`config.mk`:
```
export PLATFORM = sky130hd
export DESIGN_NAME = reg_wb_arbiter
export DESIGN_NICKNAME = d
export VERILOG_FILES = /design/src/rtl/reg_wb_arbiter.sv
export SDC_FILE = /design/constraint.sdc
export NUM_CORES = 1
export LEC_CHECK = 0
export CAP_MARGIN = 20
export CORE_MARGIN = 2
export CORE_UTILIZATION = 38
export DETAILED_ROUTE_END_ITERATION = 16
export GPL_ROUTABILITY_DRIVEN = 0
export GPL_TIMING_DRIVEN = 0
export HOLD_SLACK_MARGIN = 0.12
export PLACE_DENSITY_LB_ADDON = 0.25
export SETUP_SLACK_MARGIN = 0.1
export SLEW_MARGIN = 30
export SYNTH_ARGS = -nofsm -noshare
export SYNTH_HDL_FRONTEND = slang
export SYNTH_SLANG_ARGS = --single-unit
export TNS_END_PERCENT = 1
```
`constraint.sdc`:
```
create_clock -name CLK -period 1.63 [get_ports CLK]
set_clock_uncertainty 0.05 [all_clocks]
set_input_delay 0.326 -clock CLK [delete_from_list [all_inputs] [get_ports CLK]]
set_output_delay 0.326 -clock CLK [all_outputs]
set_load 0.005 [all_outputs]
```
`src/rtl/reg_wb_arbiter.sv`:
```
// Round-robin arbiter sharing the register-file write port between the ALU (A) and load (B)
// writeback paths, with a registered write stage and a one-entry forwarding lookup.
module reg_wb_arbiter #(
  parameter int unsigned DATA_W  = 16,
  parameter int unsigned ADDR_W  = 4,
  parameter int unsigned PORT_AW = 16
) (
  input  logic               CLK,
  input  logic               RST_N,
  input  logic               hold,
  input  logic               a_valid,
  input  logic [ADDR_W-1:0]  a_reg,
  input  logic [DATA_W-1:0]  a_value,
  output logic               a_ready,
  input  logic               b_valid,
  input  logic [ADDR_W-1:0]  b_reg,
  input  logic [DATA_W-1:0]  b_value,
  output logic               b_ready,
  output logic               RegWrite,
  output logic [PORT_AW-1:0] writeReg,
  output logic [DATA_W-1:0]  writeValue,
  input  logic [ADDR_W-1:0]  fwd_addr,
  output logic               fwd_hit,
  output logic [DATA_W-1:0]  fwd_value,
  output logic [7:0]         grant_cnt_a,
  output logic [7:0]         grant_cnt_b
);

  typedef enum logic [0:0] {PriA, PriB} pri_e;

  pri_e               pri_q, pri_d;
  logic               we_q;
  logic [PORT_AW-1:0] wreg_q;
  logic [DATA_W-1:0]  wval_q;
  logic [7:0]         cnt_a_q, cnt_b_q;
  logic [ADDR_W-1:0]  sel_reg;
  logic [DATA_W-1:0]  sel_value;

  // Gating with RST_N keeps both readies low for the whole reset window.
  always_comb begin
    a_ready = 1'b0;
    b_ready = 1'b0;
    pri_d   = pri_q;
    if (RST_N && !hold) begin
      if (a_valid && (!b_valid || pri_q == PriA)) begin
        a_ready = 1'b1;
      end else if (b_valid) begin
        b_ready = 1'b1;
      end
    end
    if (a_ready) begin
      pri_d = PriB;
    end else if (b_ready) begin
      pri_d = PriA;
    end
  end

  always_comb begin
    sel_reg   = a_reg;
    sel_value = a_value;
    if (b_ready) begin
      sel_reg   = b_reg;
      sel_value = b_value;
    end
  end

  always_ff @(posedge CLK or negedge RST_N) begin
    if (!RST_N) begin
      pri_q <= PriA;
    end else begin
      pri_q <= pri_d;
    end
  end

  // Index and data hold their last values when no write is accepted.
  always_ff @(posedge CLK or negedge RST_N) begin
    if (!RST_N) begin
      we_q   <= 1'b0;
      wreg_q <= '0;
      wval_q <= '0;
    end else begin
      we_q <= a_ready | b_ready;
      if (a_ready || b_ready) begin
        wreg_q <= {{(PORT_AW - ADDR_W){1'b0}}, sel_reg};
        wval_q <= sel_value;
      end
    end
  end

  always_ff @(posedge CLK or negedge RST_N) begin
    if (!RST_N) begin
      cnt_a_q <= 8'd0;
      cnt_b_q <= 8'd0;
    end else begin
      if (a_ready) cnt_a_q <= cnt_a_q + 8'd1;
      if (b_ready) cnt_b_q <= cnt_b_q + 8'd1;
    end
  end

  assign RegWrite    = we_q;
  assign writeReg    = wreg_q;
  assign writeValue  = wval_q;
  assign fwd_hit     = we_q & (wreg_q[ADDR_W-1:0] == fwd_addr);
  assign fwd_value   = wval_q;
  assign grant_cnt_a = cnt_a_q;
  assign grant_cnt_b = cnt_b_q;

endmodule

```
### Word-level counts from Yosys, hierarchy flattened

Index checks and enable logic that the tools add are counted.

* flip-flop bits (word level): 38
* bits in latches: 0
* bits in writable memories: 0
* bits in read-only memories: 0
* input bits: 49
* output and inout bits: 68
* word-level logic and storage cells: 28
* memories kept: 0

* add/sub/neg operators: 2
* multipliers: 0
* divide/modulo/power cells: 0
* order comparisons: 0
* equality and inequality tests: 1
* shifts and indexed selects: 0
* multiplexer cells: 9
* bitwise operators: 3
* reduce and logical (&&, ||, !) cells: 7

Operators by type and width (number)
* adder 8 x 1 -> 8 bit (second input constant): 2
* two-way mux 16 bit: 1
* two-way mux 1 bit: 7
* equality test 4 bit: 1
* two-way mux 4 bit: 1
* logical AND 1 bit: 2
* logical NOT 1 bit: 2
* logical OR 1 bit: 2
* nonzero test 2 bit: 1
* bitwise AND 1 bit: 1
* NOT 1 bit: 1
* bitwise OR 1 bit: 1

### Depth between registers and ports, before layout

Gate-level depths: netlist of the first run.

* word-level depth: 7
* mapped depth: 7
* gate-level depth less buffers: 5

### Least setup slack after synthesis of the first run

No wires, ideal clock.

* path type: register -> output
* start point: reg wreg_q[0], in the netlist writeReg[0]
* end point: out fwd_hit
* data arrival time: 1.002 ns
* data required time: 1.254 ns
* slack: 0.252 ns
* stages on the path, launching flop included: 3
* buffers on the path: 0
* cells stage by stage: dfrtp_1 > a222oi_1 > nor4b_1

* longest elaborated chain between the ends: 2

RTL lines
* from (decl): RTL line 33 `logic [PORT_AW-1:0] wreg_q;`
* from (signal assigned): RTL line 84 `wreg_q <= {{(PORT_AW - ADDR_W){1'b0}}, sel_reg};`
* equality test 4 bit: RTL line 103 `assign fwd_hit = we_q & (wreg_q[ADDR_W-1:0] == fwd_addr);`
* bitwise AND 1 bit: RTL line 103
* to (decl): RTL line 23 `output logic fwd_hit,`

No other way between the ends.

### Final worst setup path of the first run

Ends and elaborated chain as after synthesis.

==> results.md, run 1 <==
* Critical Path Source Type: register
* Compound-gate portion of the synthesized area at around 9%
* Post-synthesis adder-cell area fraction at under 10%
* Die span in y at between 70 and 80 um
* Hpwl dp at approximately 4.1 mm
* Global-route usage over all layers at roughly a fifth
* CTS Buffer Depth at 2
* VDD IR max at around 0.53 mV
* Tcrit/Tclk final at 105%
* CTS clk-pin slew, worst paths at roughly 0.080 ns
* Antenna violations before repair at 0
* Netlist cell types at 30
* Simple-gate share of the synthesized area at around a fifth
* Synth Area per Inst at slightly above 9 um2
* Pwr dens at between 900 and 1000 nW/um2
* Crit Path Max Fanout at 2
* Mapped cell area at ~2000 um2
* Iter 0 DRT Violations at around 100
* R2R cell count at 6
* Sequential area share after synthesis at a little under half
* Share of cells above drive strength 1 at between 20% and 30%
* Largest net degree at the start of global routing at 21
* Synth top area share at between 40% and 50%
* R2R Path Start: pri_q
* Largest family of logic cells by synthesized area: simple AND/OR/NAND/NOR gates
* Multiplexer area fraction after synthesis at less than 1%
* Final setup margin at -0.0840 ns
* Num CTS Buffers at 5
* Pwr Total at 3.25 mW
* Clk sink count at 38
* EDFF count, synth at 0
* Commonest cells in the netlist: 47 x nand2_1, 38 x dfrtp_1, 30 x buf_4
* Largest cells by area after synthesis: dfrtp_1 48%, buf_4 11%, nand2_1 8.9%, a31oi_1 6.0%, nor2_1 4.0%
* Count leader, synth: nand2_1
* Port buffer count at 104
* Async SR Flop Fraction at 100%
* CP arrival at about 1.3 ns
* Failing checks: negative setup slack
* Vias in the first global route at roughly 1800
* Area leader, netlist: dfrtp_1
* Root Driver: clkbuf_8
* Area delta synth->final at 70.4%
* Fin Hold WS at 0.418 ns
* Antenna fix cells at 0
* Worst skew pair latency at approximately 0.29 ns
* First-pass GRT wire length at approximately 9.0 mm
* Fin Setup TNS at -0.150 ns
* Router iterations before antenna repair at 4
* Die Width at 76.2 um
* Post-synth top flop: dfrtp_1
* Final Max Tran Viols at 0
* Final Setup Violations at 2
* Worst Setup SP: writeReg[0]
* Yosys warning count at 0
* Crit path capture: fwd_hit
* RSZ-0062 raised after global routing: true
* CP endpoint kind: output pin
* Row cnt at 26
* Die area at about 5800 um2
* Routed via count at between 1500 and 2000
* Max Cap Viol at 0
* Starting Density at between 30% and 40%
* Worst R2R End: fwd_value[12]
* Vias per cell at about 4.6
* CP cell instances: a222oi_1 -> nor4b_2 -> buf_2
* Residual DRC at 0
* #FFs+latches synth at 38
* CP Class: reg2out
* Mapped Cells at 215
* I/O pins at about 120
* Multi-input gate area in the final layout at roughly 790 um2
* Final hold vios at 0
* Detail Route Antenna Nets at 0
* Synth Area in XOR/XNOR at under 10%
* Worst path slowest cell: dfrtp_1
* FF-to-FF setup slack at about 0.20 ns
* H-tree levels at 2
* Routed wire length at between 5 and 6 mm
* # fillers at roughly 460
* Worst EP required at between 1 and 1.5 ns
* Final Critical Period at between 1.5 and 2 ns
* Worst path max stage delay at roughly 0.38 ns
* Status: complete, but fails checks
* WL/cell at 13.3 um
* Fmax achieved at slightly below 600 MHz
* Grt ovf at 0
* Register Area at roughly 950 um2
* Final #Nets at around 400
* CTS tree: yes
* Min-delay worst type: reg2reg
* Core ar. at 5070 um2
* Static Leak at around 1.6 nW
## cells in the final DEF, fill, tap and decap left out, types with 2 or more instances in the layout
master | netlist | routed
clkdlybuf4s50_1 | 0 | 42
o211ai_1 | 2 | 2
nand3_1 | 6 | 6
nand2_1 | 47 | 46
buf_6 | 2 | 3
nor2_1 | 21 | 21
dlygate4sd2_1 | 0 | 42
clkinvlp_4 | 0 | 2
inv_2 | 0 | 2
dfrtp_2 | 0 | 2
buf_16 | 0 | 2
nand4_1 | 3 | 3
dlygate4sd3_1 | 0 | 2
inv_1 | 6 | 4
clkbuf_8 | 0 | 5
ha_1 | 2 | 2
conb_1 | 1 | 12
nor3_1 | 4 | 4
xor2_1 | 6 | 6
a31oi_1 | 19 | 19
buf_4 | 30 | 56
dfrtp_1 | 38 | 36
buf_2 | 5 | 4
xnor2_1 | 9 | 9
## what timing repair did
item	4_1_cts	5_1_grt
setup endpoints to repair	88	14
endpoints found under the hold margin	38	19
gates cloned	1	0
hold buffers	2	1
buffers inserted	9	0
pin swaps	2	2
resized for setup	82	6
## power breakdown
part | leakage, nW | switching [mW] | total (mW) | internal (mW)
logic | 1.15 | 0.399 | 1.10 | 0.697
clock network | 0.0504 | 0.354 | 0.810 | 0.455
registers | 0.444 | 0.202 | 1.34 | 1.14
total | 1.65 | 0.955 | 3.25 | 2.30
## cells by family after synthesis
logic type               count (synthesis)
AND/OR/NAND/NOR                         87
buffers and inverters                   44
flip-flops                              38
AO/OA/AOI/OAI                           27
XOR/XNOR                                15
adder cells (fa/ha/maj)                  2
other                                    1
multiplexers                             1
## critical path: cells and delay by family, from the launching register on
| kind | cells | cell delay (ns) |
|---|---|---|
| buffers and inverters | 1 | 0.15 |
| DFF | 1 | 0.38 |
| and+or+nand+nor | 1 | 0.23 |
| AOI/OAI and AO/OA | 1 | 0.29 |
## final cells by class
| type | instances | area share, % |
|---|---|---|
| buffer | 37 | 8.52 |
| clock buffer | 5 | 2.04 |
| clock inverter | 3 | 1.33 |
| inverter | 7 | 0.926 |
| multi-input combinational | 144 | 23.3 |
| sequential | 38 | 28.2 |
| tap | 70 | 2.59 |
| timing repair buffer | 118 | 33.1 |
## metal layers
layer  part of all wire (%)  vias to the layer above  global-route usage [%]
li1                       -                      942                       -
met1                     43                      907                    25.7
met5                      0                        -                       0
met3                    6.0                       12                    3.20
met2                     48                       81                    31.1
met4                    2.4                        0                    7.64
## metrics by stage
step	cells	util, %	setup slack, ns	instance area, um2
after CTS	421	66.3	-0.107	3360
final	422	66.6	-0.0840	3380
after detailed placement	401	62.6	-1.03	3180
after floorplan	226	-	0.252	2020
after global placement	400	62.1	-2.31	3150
after global routing	422	66.6	-0.178	3380
## sequential cells by signal, indices dropped and copies added, names as in the netlist
signal / flops
fwd_value: 16
grant_cnt_a: 8
grant_cnt_b: 8
writeReg: 4
RegWrite: 1
pri_q: 1
## worst min path at each step
stage                         from              to  slack, ns  depth (start not counted)
floorplan                    RST_N        RegWrite      -0.02                          0
global placement    grant_cnt_a[7]  grant_cnt_a[7]       0.41                          1
detailed placement           RST_N  grant_cnt_a[5]       0.27                          1
CTS                 grant_cnt_b[7]  grant_cnt_b[7]       0.43                          1
global route        grant_cnt_b[7]  grant_cnt_b[7]       0.44                          1
finish              grant_cnt_b[7]  grant_cnt_b[7]       0.42                          1
Power figures use the tool's default switching activity.
==> inputs of run 2 (changes only) <==
Settings changed: HOLD_SLACK_MARGIN 0.12 to not set.
==> results.md, run 2 (synthesis gave the netlist of run 1 again) <==
* Num CTS Buffers at 5 (unchanged)
* Clk sink count at 38 (unchanged)
* CP endpoint kind: output pin (unchanged)
* Pwr dens at 963 nW/um2 (was 962 nW/um2)
* CP arrival at 1.34 ns (about the same)
* CTS Buffer Depth at 2 (unchanged)
* Antenna violations before repair at 0 (unchanged)
* Switch Pwr at 0.959 mW (was 0.955 mW)
* Routed via count at 1938 (was 1942)
* Critical Path Source Type: register (unchanged)
* Iter 0 DRT Violations at 102 (was 101)
* Hpwl dp at 4.10 mm (unchanged)
* Global-route usage over all layers at 19.7% (was 19.2%)
* Final Critical Period at 1.72 ns (was 1.71 ns)
* Fin Hold WS at 0.00511 ns (was 0.418 ns)
* Row cnt at 26 (unchanged)
* Vias in the first global route at 1868 (was 1846)
* Commonest cells after routing, fill and taps aside: 56 x buf_4, 46 x nand2_1, 42 x clkdlybuf4s50_1, 42 x dlygate4sd2_1, 36 x dfrtp_1 (unchanged)
* Area delta synth->final at 70.4% (unchanged)
* Fmax achieved at 582 MHz (was 583 MHz)
* # fillers at 465 (was 461)
* VDD IR max at 0.601 mV (was 0.531 mV)
* Final Max Tran Viols at 0 (unchanged)
* Most common cell after layout, fill and taps aside: buf_4 (unchanged)
* Min-delay worst type: in2async (was reg2reg)
* Worst skew pair latency at 0.29 ns (about the same)
* Tcrit/Tclk final at 105% (about the same)
* H-tree levels at 2 (unchanged)
* Placed Cells at 401 (unchanged)
* Static Leak at 1.65 nW (unchanged)
* Sequential share of power at 41.4% (about the same)
* CTS clk-pin slew, worst paths at 0.09 ns (was 0.08 ns)
* Share of cells above drive strength 1 at 25.0% (unchanged)
* Final setup margin at -0.0868 ns (was -0.0840 ns)
* Internal power at 2.30 mW (about the same)
* Post-layout util at 66.6% (unchanged)
* Combinational fraction of design power at 33.7% (about the same)
* Port buffer count at 104 (unchanged)
* Failing checks: negative setup slack (unchanged)
* Root Driver: clkbuf_8 (unchanged)
* RSZ-0062 raised after global routing: true (unchanged)
* CTS tree: yes (unchanged)
* Detail Route Antenna Nets at 0 (unchanged)
* Antenna fix cells at 0 (unchanged)
* Routed wire length at 5.65 mm (was 5.60 mm)
* Die span in y at 76.2 um (unchanged)
* Largest net degree at the start of global routing at 20 (was 21)
* CP Class: reg2out (unchanged)
* Starting Density at 39.1% (unchanged)
* Die area at 5810 um2 (unchanged)
* First-pass GRT wire length at 9.20 mm (was 9.00 mm)
* Final hold vios at 0 (unchanged)
* Net Sw Frac at 29.5% (was 29.4%)
* Grt ovf at 0 (unchanged)
* Max Cap Viol at 0 (unchanged)
* Residual DRC at 0 (unchanged)
* Router iterations before antenna repair at 4 (unchanged)
* Crit Path Max Fanout at 2 (unchanged)
* Vias per cell at 4.59 (was 4.60)
* Final Setup Violations at 2 (unchanged)
* Core ar. at 5070 um2 (unchanged)
* Number of flip-flops in the largest register at 16 (unchanged)
* Final #Nets at 402 (unchanged)
* Clk pwr share at 24.9% (about the same)
* Final Non-Filler Cells at 422 (unchanged)
* Die Width at 76.2 um (unchanged)
* I/O pins at 117 (unchanged)
* Status: complete, but fails checks (unchanged)
* WL/cell at 13.4 um (was 13.3 um)
* Worst EP required at 1.25 ns (about the same)
-- run 2: repair_timing --
action | in CTS | in global routing
setup buffers | 9 | 0
pin swaps | 2 | 2
hold buffers | 3 | 0
gates cloned | 1 | 0
hold endpoints to repair | 19 | 0
gates resized for setup | 82 | 6
endpoints found under the setup margin | 88 | 14
-- run 2: area by class of cell --
class / count / area [um2] / share of cell area (%)
repair buffers: 118 / 1120 / 33.1
inverters: 7 / 31.3 / 0.926
flip-flops and latches: 38 / 953 / 28.2
plain buffers: 37 / 288 / 8.52
multi-input cells: 144 / 788 / 23.3
well taps: 70 / 87.6 / 2.59
clock inverters: 3 / 45.0 / 1.33
clock buffers: 5 / 68.8 / 2.04
-- run 2: final timing paths --
kind / endpoint / start / cells after the start / slack, ns
hold / removal: grant_cnt_a[5] / RST_N / 2 / 0.005
setup / recovery: fwd_hit / writeReg[0] / 3 / -0.09
max in group asynchronous: grant_cnt_b[2] / RST_N / 4 / 0.79
setup reg to reg: fwd_value[12] / pri_q / 6 / 0.20
min in group CLK: grant_cnt_b[7] / grant_cnt_b[7] / 1 / 0.42
hold reg to reg: grant_cnt_b[7] / grant_cnt_b[7] / 1 / 0.42
-- run 2: power by group through the flow --
stage	Sequential (mW)	Clock, mW	Combinational [mW]
after floorplan	1.35	0	0.447
after global placement	1.36	0	1.16
after detailed placement	1.37	0	1.19
after CTS	1.35	0.825	1.10
after global routing	1.38	0.858	1.20
final	1.35	0.811	1.10
-- run 2: stage by stage --
step | cell area, um2 | total power, mW | setup slack [ns] | setup TNS (ns)
2_1_floorplan | 2020 | 1.80 | 0.252 | 0
6_report | 3380 | 3.25 | -0.0868 | -0.145
4_1_cts | 3370 | 3.28 | -0.107 | -0.167
5_1_grt | 3380 | 3.44 | -0.178 | -0.335
3_5_place_dp | 3180 | 2.56 | -1.03 | -17.80
3_3_place_gp | 3150 | 2.52 | -2.31 | -99.42
-- run 2: per-layer routing --
metal / global-route usage, % / up-vias / part of all wire, %
met3: 3.08 / 10 / 5.2
met2: 32.3 / 77 / 49
met1: 26.4 / 908 / 43
met4: 7.09 / 0 / 2.1
li1: - / 943 / -
met5: 0 / - / 0
-- run 2: critical path, stage by stage (launching register included) --
cell and delay (ns):
dfrtp_1 0.38, a222oi_1 0.30, nor4b_2 0.23, buf_2 0.15
